**config.mk**
```make
export PLATFORM = sky130hd
export DESIGN_NAME = mem_port_arbiter_flat
export DESIGN_NICKNAME = d
export VERILOG_FILES = /design/src/rtl/mem_arb_pkg.sv /design/src/rtl/mem_port_arbiter_if.sv /design/src/rtl/mem_arb_grant.sv /design/src/rtl/mem_port_arbiter.sv /design/src/flat_wrapper.sv
export SDC_FILE = /design/constraint.sdc
export NUM_CORES = 1
export LEC_CHECK = 0
export ABC_AREA = 1
export BUFFER_PORTS_ARGS = -buffer_cell sky130_fd_sc_hd__buf_2
export CELL_PAD_IN_SITES_DETAIL_PLACEMENT = 1
export CELL_PAD_IN_SITES_GLOBAL_PLACEMENT = 2
export CORE_ASPECT_RATIO = 0.9
export CORE_UTILIZATION = 23
export DETAILED_ROUTE_END_ITERATION = 10
export PLACE_DENSITY = 0.74
export SETUP_SLACK_MARGIN = 0.2
export SYNTH_ARGS = -nofsm -noshare
export SYNTH_HDL_FRONTEND = slang
export SYNTH_SLANG_ARGS = --single-unit
```
**constraint.sdc**
```tcl
create_clock -name clk -period 1.6 [get_ports clk]
set_input_delay 0.32 -clock clk [delete_from_list [all_inputs] [get_ports clk]]
set_output_delay 0.32 -clock clk [all_outputs]
set_load 0.02 [all_outputs]
```
**src/rtl/mem_arb_pkg.sv**
```systemverilog
// Shared types and defaults for the two-port memory arbiter.
package mem_arb_pkg;
  localparam int BUS_W = 32;
  localparam logic [BUS_W-1:0] ERR_DATA_DEF = 32'hDEADBEEF;

  typedef enum logic [1:0] {IDLE, WAIT, REQ, RESP} state_t;
  typedef enum logic {INSTR, DATA} port_t;

  // Latched request; fields are sized by BUS_W, so SIZE_OF_THE_BUS must equal it.
  typedef struct packed {
    logic [BUS_W-1:0] addr;
    logic [BUS_W-1:0] wdata;
    logic [3:0]       wstrb;
    logic             instr;
  } req_t;
endpackage

```
**src/rtl/mem_port_arbiter_if.sv**
```systemverilog
// Fetch, data and memory-side handshake bundle of the arbiter.
interface mem_port_arbiter_if #(parameter int SIZE_OF_THE_BUS = 32);
  logic                       i_valid;
  logic [SIZE_OF_THE_BUS-1:0] i_addr;
  logic                       i_ready;
  logic [SIZE_OF_THE_BUS-1:0] i_rdata;
  logic                       d_valid;
  logic [SIZE_OF_THE_BUS-1:0] d_addr;
  logic [SIZE_OF_THE_BUS-1:0] d_wdata;
  logic [3:0]                 d_wstrb;
  logic                       d_ready;
  logic [SIZE_OF_THE_BUS-1:0] d_rdata;
  logic                       m_valid;
  logic [SIZE_OF_THE_BUS-1:0] m_addr;
  logic [SIZE_OF_THE_BUS-1:0] m_wdata;
  logic [3:0]                 m_wstrb;
  logic                       m_instr;
  logic                       m_ready;
  logic [SIZE_OF_THE_BUS-1:0] m_rdata;
  logic                       err;

  modport slave (
    input  i_valid, i_addr, d_valid, d_addr, d_wdata, d_wstrb, m_ready, m_rdata,
    output i_ready, i_rdata, d_ready, d_rdata, m_valid, m_addr, m_wdata, m_wstrb, m_instr, err
  );
  modport master (
    output i_valid, i_addr, d_valid, d_addr, d_wdata, d_wstrb, m_ready, m_rdata,
    input  i_ready, i_rdata, d_ready, d_rdata, m_valid, m_addr, m_wdata, m_wstrb, m_instr, err
  );
endinterface

```
**src/rtl/mem_arb_grant.sv**
```systemverilog
// Winner selection. MEM_ARB_RR_EN: round-robin ties with a last_grant register;
// otherwise fixed priority with the data port winning ties.
module mem_arb_grant
  import mem_arb_pkg::*;
(
`ifdef MEM_ARB_RR_EN
  input  logic  clk,
  input  logic  reset,
  input  logic  grant_en,
`endif
  input  logic  i_valid,
  input  logic  d_valid,
  output port_t winner
);
`ifdef MEM_ARB_RR_EN
  port_t last_grant_q, last_grant_d;

  always_comb begin
    winner = (i_valid && !d_valid) ? INSTR : DATA;
    if (i_valid && d_valid) winner = (last_grant_q == DATA) ? INSTR : DATA;
  end

  always_comb begin
    last_grant_d = last_grant_q;
    if (grant_en) last_grant_d = winner;
  end

  always_ff @(posedge clk) begin
    if (reset) last_grant_q <= INSTR;
    else       last_grant_q <= last_grant_d;
  end
`else
  assign winner = (i_valid && !d_valid) ? INSTR : DATA;
`endif
endmodule

```
**src/rtl/mem_port_arbiter.sv**
```systemverilog
// Two-requester (fetch/data) arbiter onto one native memory port with wait
// states and a ready timeout. Tie policy selected by MEM_ARB_RR_EN.
module mem_port_arbiter
  import mem_arb_pkg::*;
#(
  parameter int                         SIZE_OF_THE_BUS = BUS_W,
  parameter int                         WAIT_CYCLES     = 0,
  parameter int                         TIMEOUT         = 64,
  parameter logic [SIZE_OF_THE_BUS-1:0] ERR_DATA        = ERR_DATA_DEF
) (
  input logic               clk,
  input logic               reset,
  mem_port_arbiter_if.slave bus
);
  state_t                     state_q, state_d;
  req_t                       req_q, req_d;
  port_t                      owner_q, owner_d;
  logic [3:0]                 wait_cnt_q, wait_cnt_d;
  logic [31:0]                tmo_cnt_q, tmo_cnt_d;
  logic                       err_q, err_d;
  logic [SIZE_OF_THE_BUS-1:0] i_rdata_q, i_rdata_d;
  logic [SIZE_OF_THE_BUS-1:0] d_rdata_q, d_rdata_d;
  logic [SIZE_OF_THE_BUS-1:0] cap;
  logic                       tmo_hit;
  logic                       grant_en;
  port_t                      winner;

  assign grant_en = (state_q == IDLE) && (bus.i_valid || bus.d_valid);

  mem_arb_grant u_grant (
`ifdef MEM_ARB_RR_EN
    .clk      (clk),
    .reset    (reset),
    .grant_en (grant_en),
`endif
    .i_valid  (bus.i_valid),
    .d_valid  (bus.d_valid),
    .winner   (winner)
  );

  // m_ready takes precedence over a timeout firing in the same cycle.
  assign tmo_hit = (TIMEOUT != 0) && (tmo_cnt_q == 32'(TIMEOUT - 1));
  assign cap     = bus.m_ready ? bus.m_rdata : ERR_DATA;

  always_comb begin
    state_d    = state_q;
    req_d      = req_q;
    owner_d    = owner_q;
    wait_cnt_d = wait_cnt_q;
    tmo_cnt_d  = tmo_cnt_q;
    err_d      = err_q;
    i_rdata_d  = i_rdata_q;
    d_rdata_d  = d_rdata_q;
    case (state_q)
      IDLE: if (grant_en) begin
        owner_d    = winner;
        err_d      = 1'b0;
        tmo_cnt_d  = '0;
        wait_cnt_d = 4'(WAIT_CYCLES);
        if (winner == DATA)
          req_d = '{addr: bus.d_addr, wdata: bus.d_wdata, wstrb: bus.d_wstrb, instr: 1'b0};
        else
          req_d = '{addr: bus.i_addr, wdata: '0, wstrb: 4'b0000, instr: 1'b1};
        state_d = (WAIT_CYCLES == 0) ? REQ : WAIT;
      end
      WAIT: begin
        wait_cnt_d = wait_cnt_q - 4'd1;
        if (wait_cnt_q == 4'd1) state_d = REQ;
      end
      REQ: begin
        tmo_cnt_d = tmo_cnt_q + 32'd1;
        if (bus.m_ready || tmo_hit) begin
          state_d = RESP;
          err_d   = !bus.m_ready;
          if (owner_q == DATA) d_rdata_d = cap;
          else                 i_rdata_d = cap;
        end
      end
      RESP:    state_d = IDLE;
      default: state_d = IDLE;
    endcase
  end

  always_ff @(posedge clk) begin
    if (reset) begin
      state_q    <= IDLE;
      req_q      <= '0;
      owner_q    <= INSTR;
      wait_cnt_q <= '0;
      tmo_cnt_q  <= '0;
      err_q      <= 1'b0;
      i_rdata_q  <= '0;
      d_rdata_q  <= '0;
    end else begin
      state_q    <= state_d;
      req_q      <= req_d;
      owner_q    <= owner_d;
      wait_cnt_q <= wait_cnt_d;
      tmo_cnt_q  <= tmo_cnt_d;
      err_q      <= err_d;
      i_rdata_q  <= i_rdata_d;
      d_rdata_q  <= d_rdata_d;
    end
  end

  assign bus.m_valid = (state_q == REQ);
  assign bus.m_addr  = req_q.addr;
  assign bus.m_wdata = req_q.wdata;
  assign bus.m_wstrb = req_q.wstrb;
  assign bus.m_instr = req_q.instr;
  assign bus.i_ready = (state_q == RESP) && (owner_q == INSTR);
  assign bus.d_ready = (state_q == RESP) && (owner_q == DATA);
  assign bus.i_rdata = i_rdata_q;
  assign bus.d_rdata = d_rdata_q;
  assign bus.err     = (state_q == RESP) && err_q;
endmodule
```
**src/flat_wrapper.sv**
```systemverilog
// flat-port wrapper written by rule: the top's interface ports become plain ports
module mem_port_arbiter_flat import mem_arb_pkg::*;
#(
  parameter int                         SIZE_OF_THE_BUS = BUS_W,
  parameter int                         WAIT_CYCLES     = 0,
  parameter int                         TIMEOUT         = 64,
  parameter logic [SIZE_OF_THE_BUS-1:0] ERR_DATA        = ERR_DATA_DEF
)
  (clk, reset, bus_i_valid, bus_i_addr, bus_d_valid, bus_d_addr, bus_d_wdata, bus_d_wstrb, bus_m_ready, bus_m_rdata, bus_i_ready, bus_i_rdata, bus_d_ready, bus_d_rdata, bus_m_valid, bus_m_addr, bus_m_wdata, bus_m_wstrb, bus_m_instr, bus_err);
  mem_port_arbiter_if #(.SIZE_OF_THE_BUS(SIZE_OF_THE_BUS)) bus_i ();
  input logic clk;
  input logic reset;
  input wire logic [$bits(bus_i.i_valid)-1:0] bus_i_valid;
  input wire logic [$bits(bus_i.i_addr)-1:0] bus_i_addr;
  input wire logic [$bits(bus_i.d_valid)-1:0] bus_d_valid;
  input wire logic [$bits(bus_i.d_addr)-1:0] bus_d_addr;
  input wire logic [$bits(bus_i.d_wdata)-1:0] bus_d_wdata;
  input wire logic [$bits(bus_i.d_wstrb)-1:0] bus_d_wstrb;
  input wire logic [$bits(bus_i.m_ready)-1:0] bus_m_ready;
  input wire logic [$bits(bus_i.m_rdata)-1:0] bus_m_rdata;
  output wire logic [$bits(bus_i.i_ready)-1:0] bus_i_ready;
  output wire logic [$bits(bus_i.i_rdata)-1:0] bus_i_rdata;
  output wire logic [$bits(bus_i.d_ready)-1:0] bus_d_ready;
  output wire logic [$bits(bus_i.d_rdata)-1:0] bus_d_rdata;
  output wire logic [$bits(bus_i.m_valid)-1:0] bus_m_valid;
  output wire logic [$bits(bus_i.m_addr)-1:0] bus_m_addr;
  output wire logic [$bits(bus_i.m_wdata)-1:0] bus_m_wdata;
  output wire logic [$bits(bus_i.m_wstrb)-1:0] bus_m_wstrb;
  output wire logic [$bits(bus_i.m_instr)-1:0] bus_m_instr;
  output wire logic [$bits(bus_i.err)-1:0] bus_err;
  assign bus_i.i_valid = bus_i_valid;
  assign bus_i.i_addr = bus_i_addr;
  assign bus_i.d_valid = bus_d_valid;
  assign bus_i.d_addr = bus_d_addr;
  assign bus_i.d_wdata = bus_d_wdata;
  assign bus_i.d_wstrb = bus_d_wstrb;
  assign bus_i.m_ready = bus_m_ready;
  assign bus_i.m_rdata = bus_m_rdata;
  assign bus_i_ready = bus_i.i_ready;
  assign bus_i_rdata = bus_i.i_rdata;
  assign bus_d_ready = bus_i.d_ready;
  assign bus_d_rdata = bus_i.d_rdata;
  assign bus_m_valid = bus_i.m_valid;
  assign bus_m_addr = bus_i.m_addr;
  assign bus_m_wdata = bus_i.m_wdata;
  assign bus_m_wstrb = bus_i.m_wstrb;
  assign bus_m_instr = bus_i.m_instr;
  assign bus_err = bus_i.err;
  mem_port_arbiter #(.SIZE_OF_THE_BUS(SIZE_OF_THE_BUS), .WAIT_CYCLES(WAIT_CYCLES), .TIMEOUT(TIMEOUT), .ERR_DATA(ERR_DATA)) u_core (.clk(clk), .reset(reset), .bus(bus_i));
endmodule
```
==> run summary <==
Synthesized net count: 1275
Area leader, netlist: dfxtp_1
Hold-fix buffers, CTS: 0
Total Neg Setup Slack: -0.173 ns
First-pass detailed-route iteration total: 4
Starting Density: 23.5%
Ranking of synthesized cells by area: dfxtp_1, nand2_1, inv_1
CP max FO: 3
Synthesized area: 7750 µm²
FMAX: 610 MHz
Crit path kind: flop to primary output
CTS tree: built
Worst path depth: 4
CTS sink count: 173
CTS Buffer Depth: 2
Crit path top cell by count: buf_6
Synth-to-Final Area Change: 70.1%
Tot Pwr: 11.6 mW
Slowest cell on crit path: dfxtp_4
Dpl cells: 1850
Critical path capture point type: primary output
Final HPWL DP: 21800 µm
Top sig layer: met5
Die area: 34400 µm²
Maximum resistive drop on vdd: 0.000777 V
Post-synth top area share: 44.7%
Largest net degree at the start of global routing: 50
Failing checks: negative setup slack
DRC Markers: 0
Skew-Pair Late Insertion Delay: 0.45 ns
Skew final: 0.0152 ns
Crit path buffers/inverters: 3
Internal reg-to-reg setup slack: -0.03 ns
Met2 wire len: 16600 µm
Antenna diodes: 0
Wl on met1: 15000 µm
Grt ovf: 0
All-Layer GR Usage: 19.0%
Core area: 33000 µm²
Rows: 63
Crit path DAT: 1.32 ns
Die Y: 176 µm
H-tree depth: 4
Clock root buffer: clkbuf_16
Cell Count, Final, Fillers Out: 1934
CP top delay family: flip-flops
Power density cells: 879 nW/µm²
Synth cell types: 35
Final nets: 1642
Hold Slack: 0.116 ns
Vias in the first global route: 9183
DR WL met3: 1990 µm
Initial drt markers: 389
Gpl congestion: 0.779
Fin util: 39.9%
Worst slack, placed: -0.0720 ns
Cell chain of the critical path: nor2_4 > buf_6 > buf_8 > buf_6
First-pass GRT wire length: 50900 µm
Final min period: 1.64 ns
Avg Inst Size Synth: 6.83 µm²
Cells on Worst Hold Path: 3
Antenna violations before repair: 3
DR vias/cell: 4.62
Cell leakage power: 5.97 nW
Num CTS Buffers: 17
Slew Limit Fails: 0
Area of placed instances: 10200 µm²
Vias: 8929
Die width: 196 µm
Endpoints failing setup: 9
Register area share after synthesis: 44.7%
Synth Register Bits: 173
Synth Instances: 1135
Fraction of layout cells with a size suffix above 1: 48.9%
I/O pins: 274
Post-DRT Antenna Nets: 0
CP startpoint kind: flop
Fin. Hold Viols: 0
Post-route cell area: 13200 µm²
Reg2reg path depth: 10
Part of the cycle the worst path needs: 102%
HP Class: input pin to flop
Final setup margin: -0.0398 ns
Buffers on Ports: 273
RSZ-0062 raised after global routing: true
DRT Wirelength: 33900 µm
Max-slew headroom: 60.6%
Reg clk slew, reported paths: 0.07 ns
Synth warn: 0
Max Cap Violations: 0
Wire per inst: 17.5 µm
Status: finished, violations left
Slew @ Worst Pin: 0.590 ns
Critical path required time: 1.28 ns
Max stage delay on crit path: 0.38 ns
## cell families after synthesis
logic type	Yosys count	synth area share (%)
and+or+nand+nor	556	30.9
buffers and inverters	229	11.6
AOI/OAI and AO/OA	174	12.3
DFF	173	44.7
adders and majority gates	3	0.484
## path summary, 6_finish.rpt
path                                       startpoint               endpoint
worst max register to register      u_core.state_q[0]   u_core.tmo_cnt_q[26]
worst min register to register  u_core.bus.i_rdata[2]  u_core.bus.i_rdata[2]
worst min-delay path                   bus_d_wdata[6]  u_core.bus.m_wdata[6]
worst max-delay path                u_core.state_q[0]            bus_m_valid
## tightest hold or removal path: cells and delay by family
family / cells / cell delay, ns
buffers and inverters: 1 / 0.11
AND/OR/NAND/NOR: 1 / 0.06
AO/OA/AOI/OAI: 1 / 0.04
## registers in the layout (all words and copies together), names as in the netlist, 2 cells and up
name                cells
u_core.bus.m_addr      32
u_core.bus.m_wdata     32
u_core.tmo_cnt_q       32
u_core.bus.m_wstrb      4
u_core.bus.i_rdata     32
u_core.state_q          2
u_core.bus.d_rdata     32
u_core.wait_cnt_q       4
## what timing repair did
action | CTS | global route
pin swaps | 39 | 91
gates cloned | 12 | 7
resized for setup | 205 | 268
endpoints found under the hold margin | 0 | 0
endpoints found under the setup margin | 172 | 177
setup buffers | 22 | 14
## final cells by class
class	instances	area, µm²
Clock buffer	22	454
Clock inverter	7	68.8
Fill cell	3991	19800
Inverter	163	646
Multi-Input combinational cell	733	4700
Sequential cell	173	3500
Tap cell	422	528
Timing Repair Buffer	413	3280
Timing Repair inverter	1	7.51
## synth_stat cells
master / number
nand2_1: 344
nand3_2: 1
inv_2: 4
a31oi_1: 33
ha_1: 3
nand2_2: 3
nand3b_1: 1
buf_6: 2
nand4_1: 64
or2_2: 1
o211a_1: 1
nor3_4: 1
nor2_1: 82
o211ai_1: 2
nor3_1: 18
o21ai_0: 22
clkbuf_1: 34
o221ai_1: 1
nand3_4: 2
o2111a_1: 1
nor3b_1: 1
inv_1: 159
nor2_2: 3
nand3_1: 32
buf_2: 22
and2_1: 1
a211oi_1: 4
a21oi_1: 107
a221oi_1: 1
dfxtp_1: 173
nand2_4: 1
o22ai_1: 1
buf_1: 8
a22oi_1: 1
nor2_4: 1
## placed cells by master, fill, tap and decap left out, types with 48 or more instances in the layout
cell / count
nand4_1: 64
buf_4: 63
dfxtp_1: 150
inv_1: 142
nand2_2: 56
a21oi_1: 48
a21oi_2: 58
buf_2: 267
nand2_4: 51
nand2_1: 236
nor2_1: 51
## power by group
part	internal [mW]	switching, mW	total [mW]
combinational	1.27	1.67	2.93
sequential	4.55	0.141	4.69
clock	2.15	1.82	3.97
total	7.97	3.63	11.6
## metal layers
metal	track usage, %	vias to the layer above
met4	4.86	6
met5	0	-
met3	4.99	28
met1	24.1	4287
li1	-	4375
met2	32.0	233
No activity file was read; power rests on OpenSTA's default activity.
